File: src/rtl/pacman_pkg.sv
// Shared types for the Pac-Man direction controller: direction encoding,
// button bit positions and the direction/button mapping helpers.
package pacman_pkg;

    typedef enum logic [2:0] {
        DIR_IDLE  = 3'd0,
        DIR_LEFT  = 3'd1,
        DIR_RIGHT = 3'd2,
        DIR_UP    = 3'd3,
        DIR_DOWN  = 3'd4
    } dir_t;

    localparam int KEY_LEFT  = 3;
    localparam int KEY_RIGHT = 2;
    localparam int KEY_UP    = 1;
    localparam int KEY_DOWN  = 0;

    // One-hot button mask for a direction; IDLE maps to no button.
    function automatic logic [3:0] dir_mask(input dir_t d);
        logic [3:0] m;
        m = 4'b0000;
        case (d)
            DIR_LEFT:  m[KEY_LEFT]  = 1'b1;
            DIR_RIGHT: m[KEY_RIGHT] = 1'b1;
            DIR_UP:    m[KEY_UP]    = 1'b1;
            DIR_DOWN:  m[KEY_DOWN]  = 1'b1;
            default:   m = 4'b0000;
        endcase
        return m;
    endfunction

    function automatic dir_t pick_dir(input logic [3:0] keys);
        dir_t d;
        d = DIR_IDLE;
        if (keys[KEY_LEFT])       d = DIR_LEFT;
        else if (keys[KEY_RIGHT]) d = DIR_RIGHT;
        else if (keys[KEY_UP])    d = DIR_UP;
        else if (keys[KEY_DOWN])  d = DIR_DOWN;
        return d;
    endfunction

endpackage

File: src/rtl/key_debounce.sv
// One push-button: 2-flop synchronizer into a consecutive-cycle debounce
// counter, with registered pressed level and one-cycle press/release pulses.
module key_debounce #(
    parameter logic [15:0] DEBOUNCE_CYCLES = 16'd50000
) (
    input  logic i_clk,
    input  logic i_rst_n,
    input  logic key_n,
    output logic pressed,
    output logic press_pulse,
    output logic release_pulse
);

    logic [1:0]  sync;
    logic [15:0] cnt;
    logic        level_now;

    always_ff @(posedge i_clk or negedge i_rst_n) begin
        if (!i_rst_n) sync <= 2'b11;
        else          sync <= {sync[0], key_n};
    end

    assign level_now = ~sync[1];

    // Counter runs only while the synchronized level disagrees with the
    // accepted level; any agreeing cycle restarts the qualification.
    always_ff @(posedge i_clk or negedge i_rst_n) begin
        if (!i_rst_n) begin
            pressed       <= 1'b0;
            cnt           <= 16'd0;
            press_pulse   <= 1'b0;
            release_pulse <= 1'b0;
        end else begin
            press_pulse   <= 1'b0;
            release_pulse <= 1'b0;
            if (level_now == pressed) begin
                cnt <= 16'd0;
            end else if (cnt == DEBOUNCE_CYCLES - 16'd1) begin
                cnt           <= 16'd0;
                pressed       <= level_now;
                press_pulse   <= level_now;
                release_pulse <= ~level_now;
            end else begin
                cnt <= cnt + 16'd1;
            end
        end
    end

endmodule

File: src/rtl/pacman_dir_ctrl.sv
// Four debounced buttons arbitrated last-pressed-wins into a direction,
// plus a periodic move strobe for the currently selected direction.
module pacman_dir_ctrl
    import pacman_pkg::*;
#(
    parameter logic [15:0] DEBOUNCE_CYCLES = 16'd50000,
    parameter logic [23:0] MOVE_PERIOD     = 24'd250000
) (
    input  logic       i_clk,
    input  logic       i_rst_n,
    input  logic [3:0] i_key_n,
    output logic       o_left,
    output logic       o_right,
    output logic       o_up,
    output logic       o_down,
    output logic [2:0] o_dir
);

    logic [3:0]  held;
    logic [3:0]  press;
    logic [3:0]  rel;
    dir_t        dir;
    dir_t        next_dir;
    logic [23:0] move_cnt;
    logic [3:0]  strobe;

    for (genvar k = 0; k < 4; k++) begin : g_key
        key_debounce #(
            .DEBOUNCE_CYCLES(DEBOUNCE_CYCLES)
        ) u_key (
            .i_clk         (i_clk),
            .i_rst_n       (i_rst_n),
            .key_n         (i_key_n[k]),
            .pressed       (held[k]),
            .press_pulse   (press[k]),
            .release_pulse (rel[k])
        );
    end

    // A press edge always wins over a simultaneous release; releasing a
    // button that is not the current direction is ignored.
    always_comb begin
        next_dir = dir;
        if (|press) begin
            next_dir = pick_dir(press);
        end else if (|(rel & dir_mask(dir))) begin
            next_dir = pick_dir(held);
        end
    end

    // move_cnt == 0 while moving marks the wrap, so the strobe lands the
    // cycle after it and repeats every MOVE_PERIOD cycles.
    always_ff @(posedge i_clk or negedge i_rst_n) begin
        if (!i_rst_n) begin
            dir      <= DIR_IDLE;
            move_cnt <= 24'd0;
            strobe   <= 4'b0000;
        end else begin
            dir <= next_dir;
            if (next_dir == DIR_IDLE) begin
                move_cnt <= 24'd0;
                strobe   <= 4'b0000;
            end else if (next_dir != dir) begin
                move_cnt <= 24'd1;
                strobe   <= dir_mask(next_dir);
            end else begin
                move_cnt <= (move_cnt == MOVE_PERIOD - 24'd1) ? 24'd0 : move_cnt + 24'd1;
                strobe   <= (move_cnt == 24'd0) ? dir_mask(dir) : 4'b0000;
            end
        end
    end

    assign o_left  = strobe[KEY_LEFT];
    assign o_right = strobe[KEY_RIGHT];
    assign o_up    = strobe[KEY_UP];
    assign o_down  = strobe[KEY_DOWN];
    assign o_dir   = dir;

endmodule

File: config.mk
export PLATFORM = sky130hd
export DESIGN_NAME = pacman_dir_ctrl
export DESIGN_NICKNAME = d
export VERILOG_FILES = /design/src/rtl/pacman_pkg.sv /design/src/rtl/key_debounce.sv /design/src/rtl/pacman_dir_ctrl.sv
export SDC_FILE = /design/constraint.sdc
export NUM_CORES = 1
export LEC_CHECK = 0
export BUFFER_PORTS_ARGS = -buffer_cell sky130_fd_sc_hd__buf_2
export CORE_MARGIN = 2
export CORE_UTILIZATION = 47
export CTS_CLUSTER_DIAMETER = 100
export CTS_CLUSTER_SIZE = 40
export DETAILED_ROUTE_END_ITERATION = 16
export SYNTH_ARGS = -nofsm -noshare
export SYNTH_HDL_FRONTEND = slang
export SYNTH_SLANG_ARGS = --single-unit
export TNS_END_PERCENT = 100
File: constraint.sdc
create_clock -name i_clk -period 4.2 [get_ports i_clk]
set_input_delay 0.21 -clock i_clk [delete_from_list [all_inputs] [get_ports i_clk]]
set_output_delay 0.21 -clock i_clk [all_outputs]
set_load 0.02 [all_outputs]
==> run_results.csv, run 1 <==
group,metric,value,unit
worst_setup_path,peak_per_stage_delay_on_the_critical_path,0.57,ns
pwr,vdd.ir_drop.worst,0.3519,mV
timing,fmax,365.7,MHz
synthesis,synth-edff-count,0,
run,max_cap_viol_count,0,
worst_setup_path,critical_path_class,"flip-flop to flip-flop",
timing,timing.slew.headroom,0.4017,
clock_network,clock_latency,0.41,ns
pwr,power_density,429.8,mW/mm²
worst_setup_path,worstSetupPathDepth,6,
finish,stdcell_count,729,
synthesis,synthesized_net_count,559,
worst_setup_path,crit_path_top_delay_cell,"sky130_fd_sc_hd__dfrtp_1",
worst_setup_path,worst-path-max-fanout,22,
worst_setup_path,cp_buf_inv_count,0,
finish,nNetsFinal,585,
synthesis,synthFlopType,"sky130_fd_sc_hd__dfrtp_1",
timing,rsz_0062_raised_after_global_routing,"false",
worst_hold_path,hold_path.startpoint,"g_key[1].u_key.sync[0]",
synthesis,synth_async_sr_flop_share,1.000,
synthesis,ys.warnings.count,0,
placed_design,detailed_place_hpwl,6557,µm
finish,fillers,1021,
global_route,number_of_global_route_vias_before_repair,3905,
finish,final_layout_size_suffix_gt1_frac,0.1246,
worst_setup_path,reg2regPathDepth,6,
finish,area.sequential,0.002888,mm²
timing,post-route-worst-setup-slack,1.465,ns
global_route,global_route.overflow_total,0,
placed_design,dp_slack,1.487,ns
worst_hold_path,hp-class,"flip-flop to flip-flop",
worst_setup_path,regToRegStartpoint,"o_dir[0]",
synthesis,syn_area,0.005514,mm²
clock_network,clock_tree.buffer_depth,2,
clock_network,clock_sink_total,115,
status,outcome,"complete, no violations",
timing,finClkSkew,0.004382,ns
worst_setup_path,cp.required,4.52,ns
synthesis,post_synth_num_cell_types,54,
worst_setup_path,worst_setup_path_endpoint,"move_cnt[4]",
worst_setup_path,worstReg2RegEnd,"move_cnt[4]",
clock_network,root_buffer,"sky130_fd_sc_hd__clkbuf_16",
placed_design,placed_cells_incl_taps,692,
worst_setup_path,critical_path.endpoint_type,"flip-flop",
drt,first_pass_iters,4,
timing,report.final.hold_viol_count,0,
global_route,number_of_antenna_violations_at_the_first_check_in_global_routing,0,
timing,report.final.slew_viol_count,0,
global_route,grt_max_degree,75,
timing,finalCritPeriodShare,0.6511,
drt,via_per_inst,5.270,
synthesis,synth_instances,547,
timing,timing.setup.tns,0,ns
floorplanning,die_width,112.3,µm
worst_hold_path,hold-path-cell-count,0,
global_route,grt_first_pass_wirelength,17390,µm
floorplanning,start_util,0.4829,
finish,flow.area_growth_from_synthesis,16.07,%
clock_network,cts.clk_slew.worst_paths,0.05,ns
drt,antenna_violating_nets_post_route,0,
synthesis,synth_area_per_cell,10.08,µm²
drt,wl_per_cell,13.45,µm
worst_setup_path,worstSetupStartpoint,"o_dir[0]",
floorplanning,fp.coreArea,0.01142,mm²
pwr,p_leak,2.792,nW
floorplanning,num_rows,39,
synthesis,synth.ff_latch_count,115,
finish,combined_area_of_the_multi_input_logic_cells,0.002507,mm²
clock_network,cts_max_level,4,
floorplanning,io_pins,13,
drt,number_of_remaining_drc_errors,0,
timing,timing_worst_slew_pin_value,0.8974,ns
floorplanning,die_h,112.3,µm
floorplanning,die_area,0.01261,mm²
worst_setup_path,critPathTopFamily,"compound AO/OA/AOI/OAI gates",
finish,insertedDiodeCount,0,
clock_network,postCtsResizedCells,0,
worst_setup_path,ff2ff_setup_slack,1.47,ns
timing,final_period_minus_worst_setup_slack,2.735,ns
drt,drt_first_iter_violations,199,
drt,totalWireLength,9808,µm
worst_setup_path,cp.arrival,3.06,ns
drt,vias,3842,
synthesis,synth-seq-area-share,0.5237,
global_route,track_usage,0.1725,
worst_setup_path,critPathLaunchType,"flip-flop",
clock_network,tritoncts,"done",
placed_design,place.gp.congestion,0.8314,
placed_design,port_buffers,12,
clock_network,cts_inserted_buffers,17,
worst_setup_path,crit_chain,"mux2_2 -> a311oi_2 -> mux2i_1 -> a22oi_1 -> a211o_2 -> nor3_1",
timing,setup_viol_count_final,0,
==> state kept, by name, summed over array words and instances, names as in the netlist <==
name,count
g_key.u_key.sync,8
move_cnt,24
o_dir,3
g_key.u_key.release_pulse,4
strobe,4
g_key.u_key.cnt,64
g_key.u_key.pressed,4
g_key.u_key.press_pulse,4
==> logic make-up (layout without fill, tap and decap cells) <==
kind of cell    after synthesis  after routing  synth area share
flops                       115            115            0.5237
buf+inv                      25             64           0.02156
fa+ha+maj                     6              6           0.01361
compound gates               32             32           0.04221
xor+xnor                     82             82            0.1302
mux                           4              4          0.007488
simple gates                283            283            0.2612
==> cells in the mapped netlist (6+ instances only) <==
master,number,area [µm²]
sky130_fd_sc_hd__inv_1,13,48.80
sky130_fd_sc_hd__nor2_1,103,386.6
sky130_fd_sc_hd__clkbuf_1,6,22.52
sky130_fd_sc_hd__o21ai_0,8,40.04
sky130_fd_sc_hd__nor4_1,7,43.79
sky130_fd_sc_hd__nor3_2,7,70.07
sky130_fd_sc_hd__nor4b_1,6,52.55
sky130_fd_sc_hd__nand4_1,18,112.6
sky130_fd_sc_hd__xnor2_1,43,376.6
sky130_fd_sc_hd__ha_1,6,75.07
sky130_fd_sc_hd__nand3_1,23,115.1
sky130_fd_sc_hd__xor2_1,39,341.6
sky130_fd_sc_hd__and4_1,6,52.55
sky130_fd_sc_hd__and3_1,26,162.7
sky130_fd_sc_hd__nor3_1,21,105.1
sky130_fd_sc_hd__nand2_1,42,157.7
sky130_fd_sc_hd__dfrtp_1,107,2678
sky130_fd_sc_hd__dfstp_2,8,210.2
==> cell usage in the layout, fill, tap and decap left out, drive strengths merged, types with 18 or more instances in the layout <==
cell | synthesis | routed
nand2 | 42 | 42
nor3 | 28 | 28
dfrtp | 107 | 107
nand3 | 23 | 23
nand4 | 18 | 18
nor2 | 104 | 104
xnor2 | 43 | 43
clkbuf | 7 | 19
and3 | 27 | 27
xor2 | 39 | 39
==> worst min path at each step <==
stage and to:
5_1_grt g_key[1].u_key.sync[1], 4_1_cts g_key[1].u_key.sync[1], 3_5_place_dp g_key[2].u_key.sync[0], 6_report g_key[1].u_key.sync[1], 2_1_floorplan g_key[0].u_key.cnt[0], 3_3_place_gp g_key[3].u_key.sync[0]
==> layout make-up <==
cell class | count | area share
flip-flops and latches | 115 | 0.4512
inverters | 13 | 0.007625
well taps | 143 | 0.02796
clock inverters | 13 | 0.03226
clock buffers | 19 | 0.06921
repair buffers | 19 | 0.01994
multi-input cells | 407 | 0.3918
==> metal layers <==
layer | share of wire | wire [µm] | global-route usage | up-vias
li1 | - | - | - | 1929
met1 | 0.49 | 4778 | 0.2154 | 1856
met2 | 0.46 | 4550 | 0.2731 | 43
met3 | 0.033 | 324 | 0.05724 | 14
met4 | 0.016 | 155 | 0.07967 | 0
met5 | 0 | 0 | 0 | -
==> report_power, final <==
part           switching [mW]  internal [mW]  leakage (nW)
Clock                   0.498           1.07         0.302
Sequential            0.00905           1.13          1.57
Combinational          0.0368         0.0158         0.921
==> metrics by stage <==
| step | hold WS (ns) | instance area (µm²) | total power [mW] | util |
|---|---|---|---|---|
| final | 0.3549 | 6400 | 2.751 | 0.5605 |
| after global routing | 0.3539 | 6400 | 2.858 | 0.5605 |
| after CTS | 0.3551 | 6400 | 2.794 | 0.5605 |
| after detailed placement | 0.3162 | 5700 | 1.205 | 0.4992 |
| after global placement | 0.3143 | 5700 | 1.203 | 0.4992 |
| after floorplan | -0.08559 | 5514 | 1.173 | - |
==> repair_timing <==
action | CTS | global route
hold buffers | 5 | 0
endpoints found under the hold margin | 71 | 0
setup buffers | 0 | 0
Note: power is estimated with default switching activity, not from simulation.
==> run 2: changes to the inputs <==
--- a/config.mk
+++ b/config.mk
@@ -11,6 +11,7 @@
 export CTS_CLUSTER_DIAMETER = 100
 export CTS_CLUSTER_SIZE = 40
 export DETAILED_ROUTE_END_ITERATION = 16
+export PLACE_DENSITY = 0.65
 export SYNTH_ARGS = -nofsm -noshare
 export SYNTH_HDL_FRONTEND = slang
 export SYNTH_SLANG_ARGS = --single-unit
==> constraint.sdc (replaced) <==
create_clock -name i_clk -period 2.28 [get_ports i_clk]
set_input_delay 0.114 -clock i_clk [delete_from_list [all_inputs] [get_ports i_clk]]
set_output_delay 0.114 -clock i_clk [all_outputs]
set_load 0.02 [all_outputs]
==> run 2 against run 1 <==
Compared with the run above:
- first-iteration DRC count grew 22%
- critical path depth grew 4
- via count grew 5.2%
- register-to-register slack lost 1.5 ns
- largest cell class unchanged
- final cell count grew 4.0%
- routed wire length grew 9.9%
- die area is the same
- setup slack lost 1.5 ns
==> run_results.csv, run 2 (synthesized netlist as in run 1, its figures left out) <==
group,metric,value,unit
status,outcome,"complete, no violations",
drt,via_per_inst,5.334,
drt,highest-signal-layer,"met4",
worst_setup_path,ff2ff_setup_slack,0.01,ns
drt,number_of_remaining_drc_errors,0,
timing,finClkSkew,0.01043,ns
finish,final_util,0.5879,
global_route,number_of_global_route_vias_before_repair,4095,
worst_setup_path,peak_per_stage_delay_on_the_critical_path,0.41,ns
clock_network,cts_inserted_buffers,17,
drt,routed-wl-met3,357,µm
global_route,grt_first_pass_wirelength,18680,µm
finish,area.sequential,0.002890,mm²
timing,setup_viol_count_final,0,
worst_setup_path,regToRegStartpoint,"o_dir[0]",
timing,finalCritPeriodShare,0.9956,
placed_design,detailed_place_hpwl,6974,µm
clock_network,tritoncts,"done",
floorplanning,die_area,0.01261,mm²
worst_setup_path,reg2regPathDepth,10,
worst_setup_path,cp.required,2.62,ns
worst_setup_path,critPathLaunchType,"flip-flop",
worst_setup_path,worstReg2RegEnd,"move_cnt[1]",
finish,fillers,937,
finish,flow.area_growth_from_synthesis,21.74,%
clock_network,clock_sink_total,115,
drt,wl_met1,5210,µm
clock_network,clock_latency,0.41,ns
timing,rsz_0062_raised_after_global_routing,"true",
finish,mostFrequentLayoutCell,"sky130_fd_sc_hd__dfrtp_1",
global_route,global_route.overflow_total,0,
pwr,power_density,714.1,mW/mm²
pwr,p_leak,2.934,nW
drt,wl_per_cell,14.23,µm
clock_network,cts_max_level,4,
worst_setup_path,critical_path.endpoint_type,"flip-flop",
worst_hold_path,hp-class,"input pin to asynchronous set/reset pin",
worst_setup_path,critical_path_class,"flip-flop to flip-flop",
pwr,vdd.ir_drop.worst,1.211,mV
placed_design,port_buffers,12,
finish,largest_register_ffs,64,
floorplanning,die_h,112.3,µm
floorplanning,start_util,0.4829,
timing,final_period_minus_worst_setup_slack,2.270,ns
worst_setup_path,worst-path-max-fanout,5,
clock_network,root_buffer,"sky130_fd_sc_hd__clkbuf_16",
drt,first_pass_iters,5,
finish,nNetsFinal,614,
global_route,track_usage,0.1835,
floorplanning,fp.coreArea,0.01142,mm²
finish,combined_area_of_the_multi_input_logic_cells,0.002655,mm²
timing,timing.slew.headroom,0.5710,
finish,insertedDiodeCount,0,
drt,antenna_violating_nets_post_route,0,
finish,biggestRegsByFlops,"g_key.u_key.cnt (64), move_cnt (24), g_key.u_key.sync (8)",
timing,fmax,440.5,MHz
drt,vias,4043,
timing,report.final.hold_viol_count,0,
worst_setup_path,cp.arrival,2.61,ns
clock_network,cts.clk_slew.worst_paths,0.05,ns
worst_setup_path,crit_chain,"buf_6 -> and4bb_4 -> a311oi_4 -> buf_4 -> o22ai_1 -> o21ai_1 -> buf_4 -> buf_4 -> a2111oi_4 -> and2_1",
timing,report.final.slew_viol_count,0,
finish,final_layout_size_suffix_gt1_frac,0.1902,
placed_design,place.gp.congestion,0.8688,
timing,timing.setup.tns,0,ns
global_route,grt_max_degree,47,
run,max_cap_viol_count,0,
drt,drt_first_iter_violations,242,
finish,regMostFlops,"g_key.u_key.cnt",
floorplanning,io_pins,13,
floorplanning,die_width,112.3,µm
clock_network,clock_tree.buffer_depth,2,
worst_setup_path,cpMostUsedCell,"sky130_fd_sc_hd__buf_4",
drt,wl_met2,5075,µm
timing,timing_worst_slew_pin_value,0.6352,ns
finish,commonest_non_fill_non_tap_cells_in_the_layout,"105 x sky130_fd_sc_hd__dfrtp_1, 101 x sky130_fd_sc_hd__nor2_1, 43 x sky130_fd_sc_hd__xnor2_1",
floorplanning,num_rows,39,
worst_setup_path,crit_path_top_delay_cell,"sky130_fd_sc_hd__dfrtp_2",
drt,totalWireLength,10780,µm
global_route,number_of_antenna_violations_at_the_first_check_in_global_routing,0,
[run 2: cell types whose count changed in the layout (fill, tap and decap cells not counted), moves of 3 or more]
cell,before,now
sky130_fd_sc_hd__clkinv_2,2,6
sky130_fd_sc_hd__clkinvlp_4,5,1
sky130_fd_sc_hd__a211o_4,0,4
sky130_fd_sc_hd__clkbuf_1,1,4
sky130_fd_sc_hd__buf_4,3,26
[run 2: metrics by stage]
step / setup WS (ns) / hold WS, ns / total power [mW] / std cells / area [µm²]
floorplan: 0.02635 / -0.1816 / 2.160 / 547 / 5527
global placement: -0.03106 / 0.1445 / 2.220 / 713 / 5883
detailed placement: -0.1277 / 0.1492 / 2.224 / 713 / 5883
CTS: 0.009512 / 0.2551 / 4.866 / 750 / 6519
global route: -0.06149 / 0.2824 / 4.980 / 758 / 6713
finish: 0.009920 / 0.2539 / 4.793 / 758 / 6713
[run 2: final cells by class]
| type | count | share of cell area |
|---|---|---|
| timing repair buffer | 46 | 0.05405 |
| inverter | 13 | 0.007269 |
| sequential | 115 | 0.4306 |
| clock buffer | 21 | 0.06561 |
| multi-input combinational | 409 | 0.3955 |
| tap | 143 | 0.02665 |
| clock inverter | 11 | 0.02032 |
[run 2: worst max-delay path, delay by kind of cell, from the launching register on]
kind / cells / cell delay [ns]
compound gates: 4 / 0.67
buf+inv: 4 / 0.62
flops: 1 / 0.41
simple gates: 2 / 0.50
[run 2: how the worst max path moves through the flow]
stage / slack [ns] / from / cells past startpoint / to
2_1_floorplan: 0.03 / o_dir[0] / 7 / move_cnt[12]
3_3_place_gp: -0.03 / o_dir[0] / 6 / move_cnt[4]
3_5_place_dp: -0.13 / o_dir[0] / 6 / move_cnt[4]
4_1_cts: 0.01 / o_dir[0] / 8 / move_cnt[1]
5_1_grt: -0.06 / o_dir[0] / 10 / move_cnt[1]
6_report: 0.01 / o_dir[0] / 10 / move_cnt[1]
[run 2: where the power goes]
| group | switching (mW) | total (mW) | internal (mW) | leakage, nW |
|---|---|---|---|---|
| Sequential | 0.0169 | 2.09 | 2.07 | 1.57 |
| Combinational | 0.0687 | 0.101 | 0.0324 | 1.08 |
| Clock | 0.896 | 2.60 | 1.71 | 0.285 |
| Total | 0.981 | 4.79 | 3.81 | 2.93 |
[run 2: routing by layer]
metal  global-route usage  up-vias
li1                     -     1991
met1               0.2406     1986
met2               0.2859       51
met3              0.06156       15
met4              0.06667        0
met5                    0        -
[run 2: what timing repair did]
action | 4_1_cts | 5_1_grt
pin swaps | 2 | 20
hold endpoints to repair | 46 | 0
resized for setup | 2 | 28
hold buffers | 5 | 0
cloned | 0 | 2
buffers inserted | 0 | 6
endpoints found under the setup margin | 23 | 26
